<file path="src/rtl/mmio_timer_pkg.sv">
`default_nettype none
// ============================================================================
// Module      : mmio_timer_pkg
// Description : Shared constants for the memory-mapped machine timer.
// Revision    : 1.0 - initial release
// ============================================================================
package mmio_timer_pkg;

    localparam logic [31:0] TIMER_BASE   = 32'h0200_0000;

    localparam logic [7:0]  TMR_MTIME_LO = 8'h00;
    localparam logic [7:0]  TMR_MTIME_HI = 8'h04;
    localparam logic [7:0]  TMR_CMP_LO   = 8'h08;
    localparam logic [7:0]  TMR_CMP_HI   = 8'h0C;
    localparam logic [7:0]  TMR_CTRL     = 8'h10;
    localparam logic [7:0]  TMR_PRESC    = 8'h14;
    localparam logic [7:0]  TMR_STATUS   = 8'h18;

    localparam int          CTRL_EN      = 0;
    localparam int          CTRL_IE      = 1;

    localparam logic [1:0]  W_BYTE       = 2'b00;
    localparam logic [1:0]  W_HALF       = 2'b01;
    localparam logic [1:0]  W_WORD       = 2'b10;

endpackage
`default_nettype wire

</file>
<file path="src/rtl/mmio_timer_if.sv">
`default_nettype none
// ============================================================================
// Module      : mmio_timer_if
// Description : CPU data-memory port as seen by the timer (master = core).
// Revision    : 1.0 - initial release
// ============================================================================
interface mmio_timer_if;
    logic [31:0] adr;
    logic [1:0]  op;
    logic        we;
    logic [31:0] wdin;
    logic [31:0] rdo;
    logic        hit;

    modport master (output adr, op, we, wdin, input rdo, hit);
    modport slave  (input adr, op, we, wdin, output rdo, hit);
endinterface
`default_nettype wire

</file>
<file path="src/rtl/mmio_timer_wr_merge.sv">
`default_nettype none
// ============================================================================
// Module      : mmio_timer_wr_merge
// Description : Byte-lane merge of right-aligned write data into a 32-bit word.
// Revision    : 1.0 - initial release
// ============================================================================
module mmio_timer_wr_merge
    import mmio_timer_pkg::*;
(
    input  wire logic [31:0] old_i,
    input  wire logic [31:0] wdin_i,
    input  wire logic [1:0]  op_i,
    input  wire logic [1:0]  lane_i,
    output logic      [31:0] new_o,
    output logic             ok_o
);

    always_comb begin
        new_o = old_i;
        ok_o  = 1'b0;
        case (op_i)
            W_WORD: begin
                new_o = wdin_i;
                ok_o  = 1'b1;
            end
            W_HALF: begin
                // Odd-byte half accesses are misaligned and dropped.
                if (!lane_i[0]) begin
                    ok_o = 1'b1;
                    if (lane_i[1]) new_o[31:16] = wdin_i[15:0];
                    else           new_o[15:0]  = wdin_i[15:0];
                end
            end
            W_BYTE: begin
                ok_o = 1'b1;
                new_o[{lane_i, 3'b000} +: 8] = wdin_i[7:0];
            end
            default: ;
        endcase
    end

endmodule
`default_nettype wire

</file>
<file path="src/rtl/mmio_timer.sv">
`default_nettype none
// ============================================================================
// Module      : mmio_timer
// Description : Memory-mapped 64-bit prescaled machine timer with compare irq.
// Revision    : 1.0 - initial release
// ============================================================================
module mmio_timer
    import mmio_timer_pkg::*;
#(
    parameter logic [31:0] BASE_ADDR = TIMER_BASE,
    parameter int          PRESC_W   = 16
) (
    input  wire logic   clk,
    input  wire logic   rst_n,
    mmio_timer_if.slave bus,
    output logic        irq_timer
);

    localparam logic [5:0] c_IDX_MLO  = TMR_MTIME_LO[7:2];
    localparam logic [5:0] c_IDX_MHI  = TMR_MTIME_HI[7:2];
    localparam logic [5:0] c_IDX_CLO  = TMR_CMP_LO[7:2];
    localparam logic [5:0] c_IDX_CHI  = TMR_CMP_HI[7:2];
    localparam logic [5:0] c_IDX_CTRL = TMR_CTRL[7:2];
    localparam logic [5:0] c_IDX_PRE  = TMR_PRESC[7:2];
    localparam logic [5:0] c_IDX_STAT = TMR_STATUS[7:2];

    logic [63:0]        mtime_q, mtime_d;
    logic [63:0]        cmp_q, cmp_d;
    logic [1:0]         ctrl_q, ctrl_d;
    logic [PRESC_W-1:0] presc_q, presc_d;
    logic [PRESC_W-1:0] pcnt_q, pcnt_d;
    logic [31:0]        rdo_q, rdo_d;
    logic               hit_q;
    logic               irq_q, irq_d;

    logic               w_sel;
    logic [5:0]         w_idx;
    logic [31:0]        w_rdval;
    logic [31:0]        w_new;
    logic               w_lane_ok;
    logic               w_wr;
    logic               w_pend;
    logic               w_tick;
    logic               w_wr_mlo, w_wr_mhi, w_wr_clo, w_wr_chi, w_wr_ctrl, w_wr_pre;

    assign w_sel  = (bus.adr[31:8] == BASE_ADDR[31:8]);
    assign w_idx  = bus.adr[7:2];
    assign w_pend = (mtime_q >= cmp_q);
    assign w_tick = ctrl_q[CTRL_EN] && (pcnt_q == presc_q);

    always_comb begin
        w_rdval = 32'h0;
        case (w_idx)
            c_IDX_MLO:  w_rdval = mtime_q[31:0];
            c_IDX_MHI:  w_rdval = mtime_q[63:32];
            c_IDX_CLO:  w_rdval = cmp_q[31:0];
            c_IDX_CHI:  w_rdval = cmp_q[63:32];
            c_IDX_CTRL: w_rdval = {30'h0, ctrl_q};
            c_IDX_PRE:  w_rdval = 32'(presc_q);
            c_IDX_STAT: w_rdval = {31'h0, w_pend};
            default:    w_rdval = 32'h0;
        endcase
    end

    // The read value doubles as the old word for sub-word merges.
    mmio_timer_wr_merge u_wr_merge (
        .old_i  (w_rdval),
        .wdin_i (bus.wdin),
        .op_i   (bus.op),
        .lane_i (bus.adr[1:0]),
        .new_o  (w_new),
        .ok_o   (w_lane_ok)
    );

    assign w_wr      = w_sel && bus.we && w_lane_ok;
    assign w_wr_mlo  = w_wr && (w_idx == c_IDX_MLO);
    assign w_wr_mhi  = w_wr && (w_idx == c_IDX_MHI);
    assign w_wr_clo  = w_wr && (w_idx == c_IDX_CLO);
    assign w_wr_chi  = w_wr && (w_idx == c_IDX_CHI);
    assign w_wr_ctrl = w_wr && (w_idx == c_IDX_CTRL);
    assign w_wr_pre  = w_wr && (w_idx == c_IDX_PRE);

    always_comb begin
        mtime_d = mtime_q;
        cmp_d   = cmp_q;
        ctrl_d  = ctrl_q;
        presc_d = presc_q;
        pcnt_d  = pcnt_q;

        if (w_wr_clo)  cmp_d[31:0]  = w_new;
        if (w_wr_chi)  cmp_d[63:32] = w_new;
        if (w_wr_ctrl) ctrl_d       = w_new[1:0];
        if (w_wr_pre)  presc_d      = w_new[PRESC_W-1:0];

        if (w_wr_pre || w_wr_mlo || w_wr_mhi) begin
            pcnt_d = '0;
        end else if (ctrl_q[CTRL_EN]) begin
            pcnt_d = w_tick ? '0 : pcnt_q + 1'b1;
        end

        // A software write to either half pre-empts the tick; no carry crosses halves.
        if (w_wr_mlo) begin
            mtime_d[31:0] = w_new;
        end else if (w_wr_mhi) begin
            mtime_d[63:32] = w_new;
        end else if (w_tick) begin
            mtime_d = mtime_q + 64'd1;
        end

        rdo_d = w_sel ? w_rdval : 32'h0;
        irq_d = ctrl_q[CTRL_IE] && w_pend;
    end

    always_ff @(posedge clk or negedge rst_n) begin
        if (!rst_n) begin
            mtime_q <= 64'h0;
            cmp_q   <= 64'hFFFF_FFFF_FFFF_FFFF;
            ctrl_q  <= 2'b00;
            presc_q <= '0;
            pcnt_q  <= '0;
            rdo_q   <= 32'h0;
            hit_q   <= 1'b0;
            irq_q   <= 1'b0;
        end else begin
            mtime_q <= mtime_d;
            cmp_q   <= cmp_d;
            ctrl_q  <= ctrl_d;
            presc_q <= presc_d;
            pcnt_q  <= pcnt_d;
            rdo_q   <= rdo_d;
            hit_q   <= w_sel;
            irq_q   <= irq_d;
        end
    end

    assign bus.rdo   = rdo_q;
    assign bus.hit   = hit_q;
    assign irq_timer = irq_q;

endmodule
`default_nettype wire

</file>
<file path="src/flat_wrapper.sv">
// flat-port wrapper written by rule: the top's interface ports become plain ports
module mmio_timer_flat import mmio_timer_pkg::*;
#(
    parameter logic [31:0] BASE_ADDR = TIMER_BASE,
    parameter int          PRESC_W   = 16
)
  (clk, rst_n, irq_timer, bus_adr, bus_op, bus_we, bus_wdin, bus_rdo, bus_hit);
  mmio_timer_if bus_i ();
  input  wire logic clk;
  input  wire logic rst_n;
  output logic irq_timer;
  input wire logic [$bits(bus_i.adr)-1:0] bus_adr;
  input wire logic [$bits(bus_i.op)-1:0] bus_op;
  input wire logic [$bits(bus_i.we)-1:0] bus_we;
  input wire logic [$bits(bus_i.wdin)-1:0] bus_wdin;
  output wire logic [$bits(bus_i.rdo)-1:0] bus_rdo;
  output wire logic [$bits(bus_i.hit)-1:0] bus_hit;
  assign bus_i.adr = bus_adr;
  assign bus_i.op = bus_op;
  assign bus_i.we = bus_we;
  assign bus_i.wdin = bus_wdin;
  assign bus_rdo = bus_i.rdo;
  assign bus_hit = bus_i.hit;
  mmio_timer #(.BASE_ADDR(BASE_ADDR), .PRESC_W(PRESC_W)) u_core (.clk(clk), .rst_n(rst_n), .bus(bus_i), .irq_timer(irq_timer));
endmodule
</file>
<file path="config.mk">
export PLATFORM = sky130hd
export DESIGN_NAME = mmio_timer_flat
export DESIGN_NICKNAME = d
export VERILOG_FILES = /design/src/rtl/mmio_timer_pkg.sv /design/src/rtl/mmio_timer_if.sv /design/src/rtl/mmio_timer_wr_merge.sv /design/src/rtl/mmio_timer.sv /design/src/flat_wrapper.sv
export SDC_FILE = /design/constraint.sdc
export NUM_CORES = 1
export LEC_CHECK = 0
export CORE_ASPECT_RATIO = 1.2
export CORE_UTILIZATION = 50
export DETAILED_ROUTE_END_ITERATION = 10
export PLACE_DENSITY = 0.7
export SYNTH_ARGS = -nofsm -noshare
export SYNTH_HDL_FRONTEND = slang
export SYNTH_HIERARCHICAL = 1
export SYNTH_SLANG_ARGS = --single-unit
</file>
<file path="constraint.sdc">
create_clock -name clk -period 6.2 [get_ports clk]
set_clock_uncertainty 0.2 [all_clocks]
set_input_delay 0.93 -clock clk [delete_from_list [all_inputs] [get_ports clk]]
set_output_delay 0.93 -clock clk [all_outputs]
set_load 0.02 [all_outputs]
</file>
==> flow_metrics.env, run 1 <==
export IMPL_outcome="finished, final reports clean"
export IMPL_pin_count=103
export IMPL_area_growth_pct=14.2
export IMPL_seq_area_frac_synth=0.394
export IMPL_crit_type="input port to register"
export IMPL_rsz0062_at_grt="no"
export IMPL_core_area_mm2=0.0248
export IMPL_synth_flop_cell="dfrtp_1"
export IMPL_clkPwrFrac=0.425
export IMPL_tns_ns=0
export IMPL_p_int_mw=1.93
export IMPL_grt_overflow_total=0
export IMPL_required_ns=6.29
export IMPL_post_synth_cell_area_avg_um2=8.95
export IMPL_pwr_share_seq=0.493
export IMPL_nets=1613
export IMPL_setup_viol=0
export IMPL_ir_drop_v=0.000159
export IMPL_fin_crit_ns=4.91
export IMPL_cts_tree="built"
export IMPL_synth_seq_cells=196
export IMPL_max_slew_margin=0.167
export IMPL_cts_max_path_buffers=2
export IMPL_initial_core_util=0.511
export IMPL_path_max_fanout=12
export IMPL_cts_repair_resized=0
export IMPL_ant_nets=0
export IMPL_postRouteWirelength_um=39900
export IMPL_clk_latency_ns=0.44
export IMPL_die_area_mm2=0.0260
export IMPL_io_buffers=102
export IMPL_powerDensity_mw_per_mm2=180
export IMPL_netlist_cell_type_count=76
export IMPL_p_leak_nw=6.56
export IMPL_final_max_slew_violation_count=0
export IMPL_synthCells=1414
export IMPL_viasPerCell=6.24
export IMPL_yosysWarnings=6
export IMPL_fin_crit_sh=0.792
export IMPL_drtIter0Drc=1057
export IMPL_rows=63
export IMPL_die_y_um=176
export IMPL_routedWlPerCell_um=22.0
export IMPL_hold_buffers=0
export IMPL_clkTransAtPathRegs_ns=0.08
export IMPL_h_tree_depth=4
export IMPL_place_congestion=0.916
export IMPL_antenna_cells=0
export IMPL_critPathArrivalTime_ns=5.01
export IMPL_drtPass1Iterations=6
export IMPL_switchingPower_uw=672
export IMPL_layout_drive_gt1_share=0.118
export IMPL_num_vias=11300
export IMPL_finalHoldViolations=0
export IMPL_cts_root_buffer="clkbuf_16"
export IMPL_syn_area_mm2=0.0127
export IMPL_grtUsageTotal=0.314
export IMPL_die_w_um=147
export IMPL_tightest_slew_ns=1.24
export IMPL_grt_max_degree=106
export IMPL_grt_pass1_vias=11100
export IMPL_swShare=0.259
export IMPL_seqCellArea_mm2=0.00498
export IMPL_start_kind="input port"
export IMPL_numCtsBuffers=17
export IMPL_combinationalPowerShare=0.082
export IMPL_dp_hpwl_um=29300
export IMPL_final_core_util=0.584
export IMPL_fmax_ghz=0.204
export IMPL_holdCritPathClass="register to register"
export IMPL_multi_input_area_mm2=0.00706
export IMPL_cts_sinks=196
export IMPL_cap_violations=0
export IMPL_grt_pass1_wl_um=62100
export IMPL_antenna_found_initial=0
export IMPL_syn_nets=1554
export IMPL_synth_async_reset_ratio=1.00
export IMPL_fillers=2246
export IMPL_synth_edf_count=0
export IMPL_cp_end_kind="register"
export IMPL_drc=0
export IMPL_post_cts_setup_buffers=0
==> registers in the layout, summed over array words and instances (netlist names) <==
register          flops
u_core/irq_timer      1
u_core/pcnt_q        16
u_core/cmp_q         64
u_core/presc_q       16
u_core/bus.rdo       32
u_core/ctrl_q         2
u_core/mtime_q       64
u_core/bus.hit        1
==> per-layer routing <==
layer / vias to the layer above / track usage / share of wire
li1: 5179 / - / -
met1: 5474 / 0.389 / 0.40
met2: 520 / 0.531 / 0.48
met3: 135 / 0.0444 / 0.066
met4: 0 / 0.168 / 0.056
met5: - / 0 / 0
==> logic make-up after synthesis <==
kind of cell	Yosys count	share of synthesized area
simple gates	492	0.200
compound gates	386	0.186
mux	55	0.0613
xor+xnor	56	0.0388
flops	196	0.394
buf+inv	158	0.0504
fa+ha+maj	71	0.0702
==> critical path, stage by stage <==
cell and delay (ns):
clkdlybuf4s50_1 0.46, or4_1 0.86, nor3_1 0.42, nor4b_4 0.76, or4b_1 0.51, or3_1 0.65
nor2_1 0.13, xnor2_1 0.17, o21ai_1 0.09
==> through the flow <==
stage          total power, mW  cells  hold WS [ns]  instance area [µm²]  setup WS [ns]
2_1_floorplan             1.39   1414         0.275                12700           2.43
3_3_place_gp              1.51   1779         0.299                13900           1.21
3_5_place_dp              1.51   1779         0.305                13900           1.16
4_1_cts                   2.62   1811         0.320                14400           1.57
5_1_grt                   2.67   1811         0.342                14400           1.23
6_report                  2.60   1811         0.317                14400           1.29
==> cells in the final DEF (no fill, tap or decap), drive strengths merged, types with 14 or more instances in the layout <==
master / count
nand2: 208
o21ai: 161
dfrtp: 132
clkdlybuf4s50: 100
a21oi: 93
inv: 91
ha: 71
dfstp: 64
nand3: 56
nor2: 52
and2: 48
xnor2: 33
nand4: 27
xor2: 23
o22ai: 22
mux2: 20
mux2i: 19
clkbuf: 19
nor3: 19
and3: 18
mux4: 16
a221o: 16
a22o: 15
buf: 14
nor4: 14
==> worst paths after layout <==
kind | from | end | slack [ns] | cells past startpoint
hold / removal | u_core/cmp_q[35] | u_core/cmp_q[35] | 0.32 | 2
setup / recovery | bus_adr[7] | u_core/mtime_q[11] | 1.29 | 9
setup reg to reg | u_core/cmp_q[33] | u_core/mtime_q[32] | 1.84 | 14
hold reg to reg | u_core/cmp_q[35] | u_core/cmp_q[35] | 0.32 | 2
min in group asynchronous | rst_n | u_core/bus.rdo[13] | 0.40 | 1
max in group asynchronous | rst_n | u_core/mtime_q[48] | 4.17 | 2
==> power by group through the flow <==
stage	clock network, mW	registers, mW	logic (mW)
after floorplan	0	1.30	0.0899
after global placement	0	1.30	0.210
after detailed placement	0	1.30	0.210
after CTS	1.13	1.28	0.211
after global routing	1.17	1.28	0.226
final	1.10	1.28	0.214
==> Yosys cell counts (11+ instances only) <==
library cell    n  area [µm²]
nand2_1       208         781
o21ai_0       145         726
dfrtp_1       132        3300
a21oi_1        93         465
inv_1          83         312
ha_1           71         888
dfstp_2        64        1680
nand3_1        55         275
nor2_1         52         195
clkbuf_1       51         191
and2_1         46         288
xnor2_1        33         289
nand4_1        27         169
xor2_1         23         201
o22ai_1        21         131
mux2_2         20         225
mux2i_1        19         190
and3_1         18         113
a221o_1        16         160
mux4_2         16         360
a22o_1         15         131
o21ai_1        15        75.1
buf_2          12        60.1
a221oi_1       11        96.3
nor4_1         11        68.8
==> cell type report <==
cell class | instances | area share
Multi-Input combinational cell | 1060 | 0.489
Sequential cell | 196 | 0.345
Timing Repair Buffer | 115 | 0.0773
Clock buffer | 18 | 0.0297
Tap cell | 325 | 0.0281
Inverter | 83 | 0.0216
Clock inverter | 14 | 0.00953
Power figures use the tool's default switching activity.
==> run 2, diff against run 1 <==
PLACE_DENSITY = 0.73   (was 0.7)
clock period = 4.2 ns   (was 6.2 ns; I/O delays follow)
==> run 2 against run 1 <==
Worst hold slack worse by 0.27 ns. First-iteration DRC count up 12%. Final cell count up 1.4%. Final area up 2.2%. Sequential power up 48%. Clock power up 52%. Via count up 3.7%. Combinational power up 54%. Worst setup slack worse by 1.0 ns. Utilization up 1.3 points.
==> flow_metrics.env, run 2 (synthesis gave the netlist of run 1 again) <==
export IMPL_outcome="finished, final reports clean"
export IMPL_required_ns=4.36
export IMPL_path_max_fanout=6
export IMPL_final_common_cell="nand2_1"
export IMPL_post_cts_setup_buffers=0
export IMPL_postRouteWirelength_um=41600
export IMPL_numCtsBuffers=17
export IMPL_clkPwrFrac=0.430
export IMPL_area_growth_pct=16.7
export IMPL_die_w_um=147
export IMPL_p_int_mw=2.87
export IMPL_crit_type="register to register"
export IMPL_cts_root_buffer="clkbuf_16"
export IMPL_max_slew_margin=0.0967
export IMPL_die_y_um=176
export IMPL_hold_slack_ns=0.0475
export IMPL_fin_crit_ns=3.94
export IMPL_drtPass1Iterations=8
export IMPL_tightest_slew_ns=1.35
export IMPL_dp_cells=1804
export IMPL_setup_viol=0
export IMPL_io_buffers=102
export IMPL_cts_sinks=196
export IMPL_start_kind="register"
export IMPL_grt_pass1_wl_um=64600
export IMPL_clkTransAtPathRegs_ns=0.08
export IMPL_holdCritPathClass="input port to asynchronous set/reset pin"
export IMPL_fmax_ghz=0.254
export IMPL_rows=63
export IMPL_core_area_mm2=0.0248
export IMPL_die_area_mm2=0.0260
export IMPL_rsz0062_at_grt="no"
export IMPL_grt_overflow_total=0
export IMPL_layout_drive_gt1_share=0.133
export IMPL_hold_buffers=0
export IMPL_ir_drop_v=0.000259
export IMPL_dp_hpwl_um=30300
export IMPL_antenna_found_initial=0
export IMPL_grtUsageTotal=0.328
export IMPL_num_vias=11700
export IMPL_antenna_cells=0
export IMPL_cts_max_path_buffers=2
export IMPL_combinationalPowerShare=0.085
export IMPL_pwr_share_seq=0.485
export IMPL_viasPerCell=6.39
export IMPL_place_congestion=0.944
export IMPL_drtIter0Drc=1186
export IMPL_grt_max_degree=95
export IMPL_layout_common_cells="nand2_1, o21ai_0, dfrtp_1, clkdlybuf4s50_1, a21oi_1"
export IMPL_swShare=0.263
export IMPL_powerDensity_mw_per_mm2=263
export IMPL_nets=1638
export IMPL_drc=0
export IMPL_final_cells=1836
export IMPL_grt_pass1_vias=11600
export IMPL_tns_ns=0
export IMPL_h_tree_depth=4
export IMPL_clk_latency_ns=0.44
export IMPL_cts_tree="built"
export IMPL_final_core_util=0.597
export IMPL_routedWlPerCell_um=22.7
export IMPL_fin_crit_sh=0.939
export IMPL_cap_violations=0
export IMPL_final_max_slew_violation_count=0
export IMPL_cp_end_kind="register"
export IMPL_switchingPower_mw=1.02
export IMPL_initial_core_util=0.511
export IMPL_pin_count=103
export IMPL_p_leak_nw=6.73
export IMPL_finalHoldViolations=0
export IMPL_critPathArrivalTime_ns=4.11
export IMPL_ant_nets=0
[run 2: cell types whose count changed in the layout (fill, tap and decap cells not counted), sizes merged]
cell	delta
buf	+25
clkinvlp	-3
clkinv	+4
inv	-1
[run 2: per-stage QoR]
| step | cell area [µm²] | setup WS [ns] | power, mW |
|---|---|---|---|
| floorplan | 12700 | 0.731 | 2.06 |
| detailed placement | 14200 | 0.0601 | 2.25 |
| global placement | 14200 | 0.0687 | 2.24 |
| global route | 14800 | 0.0630 | 4.01 |
| finish | 14800 | 0.256 | 3.89 |
| CTS | 14700 | 0.0346 | 3.91 |
[run 2: path summary, 6_finish.rpt]
path / startpoint / end / slack, ns / depth (start not counted)
setup / recovery: u_core/cmp_q[33] / u_core/mtime_q[32] / 0.26 / 13
hold / removal: rst_n / u_core/mtime_q[11] / 0.05 / 1
setup reg to reg: u_core/cmp_q[33] / u_core/mtime_q[32] / 0.26 / 13
hold reg to reg: u_core/cmp_q[42] / u_core/cmp_q[42] / 0.32 / 2
max in group asynchronous: rst_n / u_core/cmp_q[23] / 2.80 / 2
min in group clk: u_core/cmp_q[42] / u_core/cmp_q[42] / 0.32 / 2
[run 2: worst max-delay path, stage by stage (launching register included)]
cell	delay [ns]
dfstp_2	0.55
inv_1	0.06
ha_1	0.29
nand4_1	0.15
or4_1	0.60
nor2_1	0.22
a21boi_0	0.23
o211ai_1	0.16
a2111oi_4	0.46
o311ai_1	0.17
nand2_1	0.14
a22o_1	0.33
o22ai_1	0.14
a21oi_1	0.16
[run 2: cell type report]
cell class | count | area (µm²)
inverter | 83 | 312
clock inverter | 14 | 163
multi-input combinational | 1060 | 7080
clock buffer | 18 | 429
tap | 325 | 407
sequential | 196 | 4980
fill | 2122 | 9990
timing repair buffer | 140 | 1390
[run 2: per-layer routing]
layer,GRT usage,up-vias,wire (µm)
met3,0.0612,167,3360
met1,0.396,5665,15900
met5,0,-,0
met2,0.538,642,19500
met4,0.210,0,2870
li1,-,5255,-
[run 2: power groups by stage]
stage	Sequential (mW)	Combinational (mW)	Clock, mW
floorplan	1.92	0.133	0
global route	1.89	0.346	1.78
finish	1.89	0.330	1.67
CTS	1.89	0.323	1.69
detailed placement	1.92	0.322	0
global placement	1.92	0.321	0
[run 2: what timing repair did]
item / 4_1_cts / 5_1_grt
gates resized for setup: 0 / 4
hold endpoints to repair: 0 / 0
setup endpoints to repair: 0 / 6
==> run 3, diff against run 2 <==
HOLD_SLACK_MARGIN = 0.15   (was unset)
==> run 3 against run 2 <==
Global-route usage is essentially flat. Final area is essentially flat. Worst hold slack gained 0.27 ns. Register-to-register slack hardly changed. Die area is the same. Critical endpoint unchanged. Largest cell class unchanged. Largest power group unchanged.
==> flow_metrics.env, run 3 (synthesis gave the netlist of run 1 again) <==
export IMPL_fin_crit_sh=0.937
export IMPL_dr_wl_met2_um=19500
export IMPL_cp_num_buf_inv=1
export IMPL_die_w_um=147
export IMPL_final_core_util=0.597
export IMPL_holdPathEnd="u_core/cmp_q[42]"
export IMPL_grt_overflow_total=0
export IMPL_viasPerCell=6.34
export IMPL_place_area_mm2=0.0142
export IMPL_p_leak_nw=6.74
export IMPL_cts_max_path_buffers=2
export IMPL_io_buffers=102
export IMPL_worstHoldPathCells=2
export IMPL_drt_met1_wl_um=15800
export IMPL_final_common_cell="nand2_1"
export IMPL_tns_ns=0
export IMPL_path_max_fanout=6
export IMPL_cts_tree="built"
export IMPL_critical_path_max_stage_delay_ns=0.58
export IMPL_crit_type="register to register"
export IMPL_postRouteWirelength_um=41600
export IMPL_r2r_end="u_core/mtime_q[32]"
export IMPL_drc=0
export IMPL_post_cts_setup_buffers=0
export IMPL_crit_family="compound AO/OA/AOI/OAI gates"
export IMPL_final_cells=1837
export IMPL_layout_common_cells="nand2_1, o21ai_0, dfrtp_1, clkdlybuf4s50_1, a21oi_1"
export IMPL_initial_core_util=0.511
export IMPL_start_kind="register"
export IMPL_numCtsBuffers=17
export IMPL_clkTransAtPathRegs_ns=0.07
export IMPL_grt_max_degree=95
export IMPL_clk_latency_ns=0.44
export IMPL_required_ns=4.36
export IMPL_die_area_mm2=0.0260
export IMPL_core_area_mm2=0.0248
export IMPL_nets=1639
export IMPL_route_met3_wl_um=3450
export IMPL_ir_drop_v=0.000259
export IMPL_dp_cells=1804
export IMPL_grtUsageTotal=0.328
export IMPL_dp_hpwl_um=30300
export IMPL_reg2reg_setup_slack_ns=0.27
export IMPL_grt_pass1_wl_um=64600
export IMPL_holdCritPathClass="register to register"
export IMPL_place_congestion=0.944
export IMPL_area_growth_pct=16.8
export IMPL_max_slew_margin=0.0710
export IMPL_r2r_start="u_core/cmp_q[38]"
export IMPL_cp_end_kind="register"
export IMPL_hold_slack_ns=0.317
export IMPL_rows=63
export IMPL_critPathArrivalTime_ns=4.10
export IMPL_ant_nets=0
export IMPL_final_area_mm2=0.0148
export IMPL_cap_violations=0
export IMPL_top_layer="met4"
export IMPL_layout_drive_gt1_share=0.133
export IMPL_cp_cell_sequence="inv_1 > ha_1 > nand4_1 > or4_1 > nor2_1 > a21boi_0 > o211ai_1 > a2111oi_4 > o311ai_1 > nand2_1 > a22o_1 > o22ai_1 > a21oi_1"
export IMPL_cts_root_buffer="clkbuf_16"
export IMPL_drtIter0Drc=1112
export IMPL_setup_viol=0
export IMPL_pin_count=103
export IMPL_grt_pass1_vias=11700
export IMPL_tightest_slew_ns=1.39
export IMPL_min_from="u_core/cmp_q[42]"
export IMPL_powerDensity_mw_per_mm2=263
export IMPL_fmax_ghz=0.254
export IMPL_num_vias=11600
export IMPL_final_max_slew_violation_count=0
export IMPL_h_tree_depth=4
export IMPL_drtPass1Iterations=6
export IMPL_rsz0062_at_grt="no"
export IMPL_fin_crit_ns=3.93
export IMPL_cts_sinks=196
export IMPL_routedWlPerCell_um=22.7
export IMPL_worstRegToRegCells=13
export IMPL_fillers=2121
export IMPL_antenna_cells=0
export IMPL_antenna_found_initial=0
export IMPL_die_y_um=176
export IMPL_slowest_stage="or4_1"
export IMPL_outcome="finished, final reports clean"
export IMPL_finalHoldViolations=0
[run 3: stage by stage]
step                setup slack (ns)  total power [mW]
finish                         0.265              3.89
global route                  0.0630              4.01
CTS                           0.0346              3.91
detailed placement            0.0601              2.25
global placement              0.0687              2.24
floorplan                      0.731              2.06
[run 3: worst max path at each step]
stage	from	end	slack (ns)	depth (start not counted)
global route	u_core/cmp_q[38]	u_core/mtime_q[32]	0.06	13
detailed placement	u_core/cmp_q[38]	u_core/mtime_q[32]	0.06	12
CTS	u_core/cmp_q[38]	u_core/mtime_q[32]	0.03	12
floorplan	bus_op[0]	u_core/mtime_q[15]	0.73	13
global placement	u_core/cmp_q[33]	u_core/mtime_q[32]	0.07	12
finish	u_core/cmp_q[38]	u_core/mtime_q[32]	0.27	13
[run 3: layout make-up]
class,count,area (µm²),area share
inverters,83,312,0.0211
clock buffers,18,429,0.0290
flip-flops and latches,196,4980,0.337
well taps,325,407,0.0275
multi-input cells,1060,7080,0.479
repair buffers,141,1400,0.0949
clock inverters,14,163,0.0110
[run 3: timing repair]
item / 4_1_cts / 5_1_grt
hold buffers: 1 / 0
gates resized for setup: 0 / 4
endpoints found under the setup margin: 0 / 6
endpoints found under the hold margin: 50 / 0
[run 3: power breakdown]
part | leakage, nW | switching (mW) | internal [mW]
combinational | 3.95 | 0.204 | 0.127
clock | 0.288 | 0.820 | 0.852
sequential | 2.50 | 0.0000000293 | 1.89
total | 6.74 | 1.02 | 2.87
[run 3: per-layer routing]
metal,track usage,up-vias
li1,-,5249
met1,0.396,5606
met2,0.538,618
met3,0.0612,173
met4,0.210,0
met5,0,-
[run 3: worst min-delay path, delay by kind of cell, from the launching register on]
family | cells | cell delay, ns
DFF | 1 | 0.37
buffers and inverters | 1 | 0.06
AOI/OAI and AO/OA | 1 | 0.08
